`src/rtl/sign_extend_pkg.sv`:
```
// rtl/sign_extend_pkg.sv - fill-mode constants and the sample extension function
package sign_extend_pkg;

    localparam logic [1:0] MODE_ZERO  = 2'b00;
    localparam logic [1:0] MODE_SIGN  = 2'b01;
    localparam logic [1:0] MODE_ONES  = 2'b10;
    localparam logic [1:0] MODE_ALIGN = 2'b11;

    // Widest output the extend() helper supports; callers pad into this width.
    localparam int EXT_MAX_W = 64;
    localparam logic [EXT_MAX_W-1:0] ONE_W = 1;

    // Width-generic extension: in_w/out_w are elaboration constants at every call site,
    // so the masks and shifts below fold to wiring.
    function automatic logic [EXT_MAX_W-1:0] extend(
        input logic [EXT_MAX_W-1:0] data,
        input logic [1:0]           mode,
        input int                   in_w,
        input int                   out_w
    );
        logic [EXT_MAX_W-1:0] in_mask;
        logic [EXT_MAX_W-1:0] out_mask;
        logic [EXT_MAX_W-1:0] fill;
        logic [EXT_MAX_W-1:0] sample;
        logic [EXT_MAX_W-1:0] result;
        logic                 sign;

        in_mask  = (ONE_W << in_w) - ONE_W;
        out_mask = (out_w >= EXT_MAX_W) ? '1 : ((ONE_W << out_w) - ONE_W);
        sample   = data & in_mask;
        fill     = out_mask & ~in_mask;
        sign     = |(sample & (ONE_W << (in_w - 1)));

        case (mode)
            MODE_ZERO: result = sample;
            MODE_SIGN: result = sign ? (sample | fill) : sample;
            MODE_ONES: result = sample | fill;
            default:   result = (sample << (out_w - in_w)) & out_mask;
        endcase
        return result;
    endfunction

endpackage

```
`src/rtl/sign_extend_stream_skid_buffer.sv`:
```
// rtl/sign_extend_stream_skid_buffer.sv - registered valid/ready stage with one skid entry
module skid_buffer #(
    parameter int W = 32
) (
    input  logic         clk,
    input  logic         rst_n,
    input  logic         s_valid,
    output logic         s_ready,
    input  logic [W-1:0] s_data,
    output logic         m_valid,
    input  logic         m_ready,
    output logic [W-1:0] m_data
);

    logic         or_valid;
    logic [W-1:0] or_data;
    logic         sr_valid;
    logic [W-1:0] sr_data;
    logic         acc;
    logic         pop;

    // s_ready comes straight from a flop so upstream never sees a path from m_ready.
    assign s_ready = ~sr_valid;
    assign m_valid = or_valid;
    assign m_data  = or_data;
    assign acc     = s_valid & ~sr_valid;
    assign pop     = or_valid & m_ready;

    always_ff @(posedge clk or negedge rst_n) begin
        if (!rst_n) begin
            or_valid <= 1'b0;
            or_data  <= '0;
            sr_valid <= 1'b0;
            sr_data  <= '0;
        end else if (!or_valid || pop) begin
            if (sr_valid) begin
                // acc is impossible here because s_ready was low.
                or_valid <= 1'b1;
                or_data  <= sr_data;
                sr_valid <= 1'b0;
            end else begin
                or_valid <= acc;
                if (acc) begin
                    or_data <= s_data;
                end
            end
        end else if (acc) begin
            sr_valid <= 1'b1;
            sr_data  <= s_data;
        end
    end

endmodule

```
`src/rtl/sign_extend_stream.sv`:
```
// rtl/sign_extend_stream.sv - widens narrow samples per-beat fill mode, skid-buffered, beat counter
module sign_extend_stream
    import sign_extend_pkg::*;
#(
    parameter int IN_W  = 8,
    parameter int OUT_W = 32,
    parameter int CNT_W = 16
) (
    input  logic             clk,
    input  logic             rst_n,
    input  logic             s_valid,
    output logic             s_ready,
    input  logic [IN_W-1:0]  s_data,
    input  logic [1:0]       s_mode,
    output logic             m_valid,
    input  logic             m_ready,
    output logic [OUT_W-1:0] m_data,
    output logic [CNT_W-1:0] beat_cnt
);

    if (OUT_W <= IN_W) begin : g_bad_width
        $error("sign_extend_stream: OUT_W must be greater than IN_W");
    end
    if (OUT_W > EXT_MAX_W) begin : g_too_wide
        $error("sign_extend_stream: OUT_W exceeds extend() capacity");
    end

    logic [EXT_MAX_W-1:0] ext_wide;
    logic [OUT_W-1:0]     ext_data;
    logic                 unused_ext;

    // Extension happens before the buffer so stored beats already carry their final form.
    assign ext_wide   = extend(EXT_MAX_W'(s_data), s_mode, IN_W, OUT_W);
    assign ext_data   = ext_wide[OUT_W-1:0];
    assign unused_ext = ^ext_wide;

    skid_buffer #(
        .W(OUT_W)
    ) u_skid (
        .clk     (clk),
        .rst_n   (rst_n),
        .s_valid (s_valid),
        .s_ready (s_ready),
        .s_data  (ext_data),
        .m_valid (m_valid),
        .m_ready (m_ready),
        .m_data  (m_data)
    );

    always_ff @(posedge clk or negedge rst_n) begin
        if (!rst_n) begin
            beat_cnt <= '0;
        end else if (m_valid && m_ready) begin
            beat_cnt <= beat_cnt + 1'b1;
        end
    end

endmodule

```
`config.mk`:
```
export PLATFORM = sky130hd
export DESIGN_NAME = sign_extend_stream
export DESIGN_NICKNAME = d
export VERILOG_FILES = /design/src/rtl/sign_extend_pkg.sv /design/src/rtl/sign_extend_stream_skid_buffer.sv /design/src/rtl/sign_extend_stream.sv
export SDC_FILE = /design/constraint.sdc
export NUM_CORES = 1
export LEC_CHECK = 0
export CAP_MARGIN = 20
export CORE_MARGIN = 2
export CORE_UTILIZATION = 45
export CTS_CLUSTER_DIAMETER = 120
export DETAILED_ROUTE_END_ITERATION = 6
export PLACE_DENSITY_LB_ADDON = 0.15
export SLEW_MARGIN = 30
export SYNTH_ARGS = -nofsm -noshare
export SYNTH_HDL_FRONTEND = slang
export SYNTH_SLANG_ARGS = --single-unit
```
`constraint.sdc`:
```
create_clock -name clk -period 1.6 [get_ports clk]
set_input_delay 0.32 -clock clk [delete_from_list [all_inputs] [get_ports clk]]
set_output_delay 0.32 -clock clk [all_outputs]
set_load 0.03 [all_outputs]
```
=== After elaboration in Yosys (flattened, before gate mapping) ===
Index checks and enable logic that the tools add are counted.

* Register bits: 82
* Input bits: 14
* Output and inout bits: 50
* Logic and storage cells: 27

* Add/subtract/negate cells: 1
* Equality and inequality tests: 2
* Muxes and demuxes: 7
* Bitwise gates (word level): 4
* Reduce and logical (&&, ||, !) cells: 8

{| class="wikitable"
|+ Operators with widths
! kind !! count
|-
| 32-bit 2-to-1 mux || 3
|-
| 32-bit one-hot mux with 3 select lines || 1
|-
| 16-bit by 1-bit adder with 16-bit output (second input constant) || 1
|-
| 2-bit AND reduction || 2
|-
| 2-bit nonzero test || 2
|-
| 1-bit 2-to-1 mux || 3
|-
| 1-bit AND || 2
|-
| 2-bit by 1-bit equality test with 1-bit output (second input constant) || 1
|-
| 2-bit equality test (second input constant) || 1
|-
| 2-bit logical NOT || 1
|-
| 1-bit inverter || 2
|-
| 1-bit logical AND || 1
|-
| 1-bit logical NOT || 1
|-
| 1-bit logical OR || 1
|}

=== Longest topological paths before layout ===
* Depth in word-level cells: 4
* Mapped depth: 6
* Gate-level depth less buffers: 5

=== Modules after synthesis ===
Synthesis repeated with hierarchy kept, for this count alone.

* Cells, all modules: 261
* Area total of the unflattened synthesis: 3746.1 µm²

{| class="wikitable"
|+ By module, submodules not included
! module !! instances !! cells each !! area each (µm²) !! seq. area each (µm²)
|-
| skid_buffer || 1 || 180 || 2914.0 || 1651.6
|-
| sign_extend_stream || 1 || 81 || 832.0 || 400.4
|}

=== Worst setup path after synthesis ===
No wires, ideal clock.

* Path type: register to register
* From: register beat_cnt[0]
* To: register beat_cnt[12]
* Library setup time: 0.134 ns
* Arrival: 1.340 ns
* Data required time: 1.466 ns
* Slack: 0.126 ns
* Stages on the path, launching flop included: 6
* Path buffers: 0
* Clock period less this slack: 1.474 ns
* Path through: dfrtp_1 -> ha_1 -> nand3_2 -> nor2_1 -> nand3_1 -> xnor2_1

* Cells in the longest elaborated chain, start to end: 1

{| class="wikitable"
|+ RTL lines
! item !! line !! text
|-
| from (decl) || sign_extend_stream.sv:18 || <nowiki>output logic [CNT_W-1:0] beat_cnt</nowiki>
|-
| from (signal assigned) || sign_extend_stream.sv:54 || <nowiki>beat_cnt <= beat_cnt + 1'b1;</nowiki>
|-
| 16-bit by 1-bit adder with 16-bit output || sign_extend_stream.sv:54 ||
|}

Every way passes these cells.
A chain may end at the register's enable or synchronous reset.

=== Final worst setup path ===
* From: register u_skid.sr_valid
* To: output s_ready

* Cells in the longest elaborated chain, start to end: 1

{| class="wikitable"
|+ RTL lines
! item !! line !! text
|-
| from (decl) || sign_extend_stream_skid_buffer.sv:17 || <nowiki>logic sr_valid;</nowiki>
|-
| from (signal assigned) || sign_extend_stream_skid_buffer.sv:33 || <nowiki>sr_valid <= 1'b0;</nowiki>
|-
| from (signal assigned) || sign_extend_stream_skid_buffer.sv:40 || <nowiki>sr_valid <= 1'b0;</nowiki>
|-
| from (signal assigned) || sign_extend_stream_skid_buffer.sv:48 || <nowiki>sr_valid <= 1'b1;</nowiki>
|-
| 1-bit inverter || sign_extend_stream_skid_buffer.sv:23 || <nowiki>assign s_ready = ~sr_valid;</nowiki>
|-
| to (decl) || sign_extend_stream.sv:12 || <nowiki>output logic s_ready,</nowiki>
|}

Every way passes these cells.

==> impl_metrics.ini <==
[floorplan]
die-area_um2 = 6132
start_util_pct = 45.97
die_width_um = 78.31
chipHeight_um = 78.31
std_cell_rows = 27
ios = 64
coreArea_um2 = 5405

[setup_path]
critPathMaxFanout = 3
crit_type = reg -> out
critical_path_arrival_ps = 1230
crit_path_start_kind = register
worstReg2RegEnd = u_skid.m_data[29]
worstRegToRegCells = 4
startpoint = u_skid.sr_valid
endpoint = s_ready
worstPathRequired_ps = 1280
timing.rr.start = u_skid.sr_valid
cp-end-kind = output port
rrSetupSlack_ps = 190

[clock_tree]
cts_buffers = 5
cts_setup_buffers = 0
clkTransAtPathRegs_ps = 90
cts_tree = built
htreeDepth = 2
clk_path_buf_depth = 2
cts_resized = 34
cts_root_buf = clkbuf_8
cts.sinks = 52
clock_latency_ps = 310
ctsHoldBuffers = 0

[drt]
wl_per_cell_um = 12.67
wl_met1_mm = 2.243
vias = 1826
drtIter0Drc = 65
wl_met3_um = 287
highest_layer = met4
post-route-drc-count = 0
antenna_violating_nets_post_route = 0
firstDrtPassIters = 4
dr_wl_met2_mm = 2.215
routed_via_density = 4.805
wirelength_mm = 4.815

[hold_path]
hp-class = in -> async

[timing]
tightest_slew_ps = 319.1
setup_viol = 0
finalMaxSlewViolations = 0
max_freq_ghz = 0.6468
finalCritPeriodShare_pct = 96.62
period_needed_ps = 1546
maxSlewHeadroom_pct = 78.81
hold_viol_final = 3
holdWs_ps = -2.717
final.setup.worst_slack_ps = 54.03
rsz0062_at_grt = false
finClkSkew_ps = 7.790

[cells_and_area]
mostFrequentLayoutCells = 52 x nand2_1, 51 x dfrtp_1, 39 x buf_4, 35 x o21ai_0, 33 x dlygate4sd2_1
n_antenna_cell = 0
final_cells = 380
drive_above_1_share_pct = 25.65
fill_cells = 507
layout_commonest_cell = nand2_1
fin_util_pct = 60.51
syn2layout_area_growth_pct = 31.62
finalNetCount = 322

[power_and_ir_drop]
p_per_area_nw_per_um2 = 1250
ir_drop_v = 0.0006405
p_leak_uw = 0.001621
total_power_uw = 4087

[synth]
synth_top_area_share_pct = 52.37
ys_seq_area_share_pct = 52.37
syn_avg_cell_area_um2 = 10.62
syn_area_um2 = 2485
synth_cell_types = 31
synth-seq-cells = 52
yosys-top-cells-area = dfrtp_1 52%, nand2_1 7.9%, o21ai_0 7.0%, mux2_4 4.8%, buf_4 4.5%
synth.net_count = 249
synth_area_leader_cell = dfrtp_1
ys_warn_count = 0
postSynthCellCount = 234

[placed_design]
dp_slack_ps = -174.0
place_hpwl_mm = 3.584
dp.cells = 372
numPortBuffers = 63
routabilityCongestion = 0.8108

[grt]
grt_pass1_wl_mm = 8.238
overflow = 0
grt_pass1_vias = 1777
grt_antenna_before_repair = 0
track_usage_pct = 17.27
grt_max_degree = 53

[job]
drv_cap = 0

[run_status]
status = finished, violations left
violations = negative hold slack
## where the power goes
group | total (uW) | internal (uW) | switching, uW
Sequential | 1770 | 1580 | 184
Clock | 745 | 312 | 433
Combinational | 1570 | 637 | 937
## cell type report
cell class	instances	area [um^2]	area share, %
Timing Repair Buffer	90	797.0	24.37
Clock inverter	2	16.27	0.4973
Clock buffer	6	72.57	2.219
Multi-Input combinational cell	156	984.7	30.11
Tap cell	72	90.09	2.754
Inverter	2	7.507	0.2295
Sequential cell	52	1303	39.82
## routing by layer
| layer | global-route usage [%] | up-vias |
|---|---|---|
| met1 | 22.42 | 851 |
| li1 | - | 913 |
| met5 | 0 | - |
| met4 | 6.316 | 0 |
| met2 | 28.10 | 57 |
| met3 | 4.368 | 5 |
## registers in the layout, indices dropped and copies added, names as in the netlist
name             cells
beat_cnt            16
u_skid.sr_data      17
u_skid.m_data       17
u_skid.sr_valid      1
u_skid.m_valid       1
## worst min-delay path by stage
stage	start	slack, ps	endpoint
CTS	rst_n	5	beat_cnt[0]
global route	rst_n	10	u_skid.sr_data[24]
finish	rst_n	-3	beat_cnt[2]
global placement	rst_n	330	beat_cnt[8]
detailed placement	rst_n	340	beat_cnt[7]
floorplan	rst_n	20	beat_cnt[0]
## critical path, stage by stage (launching register included)
cell and delay [ps]:
dfrtp_1 410, inv_1 130, clkdlybuf4s15_1 380
## per-stage QoR
| stage | TNS, ps | cell area, um^2 |
|---|---|---|
| global route | 0 | 3271 |
| detailed placement | -3209 | 3222 |
| floorplan | 0 | 2485 |
| finish | 0 | 3271 |
| CTS | 0 | 3268 |
| global placement | -2541 | 3222 |
## kinds of logic after synthesis
| kind of cell | after synthesis | synth area share (%) |
|---|---|---|
| compound gates | 45 | 10.02 |
| xor+xnor | 15 | 5.287 |
| fa+ha+maj | 1 | 0.5034 |
| buf+inv | 26 | 8.006 |
| flops | 52 | 52.37 |
| mux | 17 | 8.913 |
| simple gates | 78 | 14.90 |
## cells in the mapped netlist
master	n
mux2_2	9
nand2_2	1
nand3b_4	1
o21ai_4	1
nor3_4	1
o21ai_0	35
inv_1	2
nand3_2	2
and3_1	2
buf_6	6
ha_1	1
nor2b_1	1
nand3_1	3
o31ai_1	1
mux2_4	8
clkbuf_1	3
nor2_1	8
xnor2_1	10
nand2b_2	1
nand2b_1	1
xor2_1	5
nand2_1	52
o21ai_2	2
nor3_2	1
dfrtp_1	52
nand4_1	3
a21o_1	1
buf_4	15
nor3_1	1
a21oi_1	1
o21ai_1	4
(Power assumes the default switching activity.)
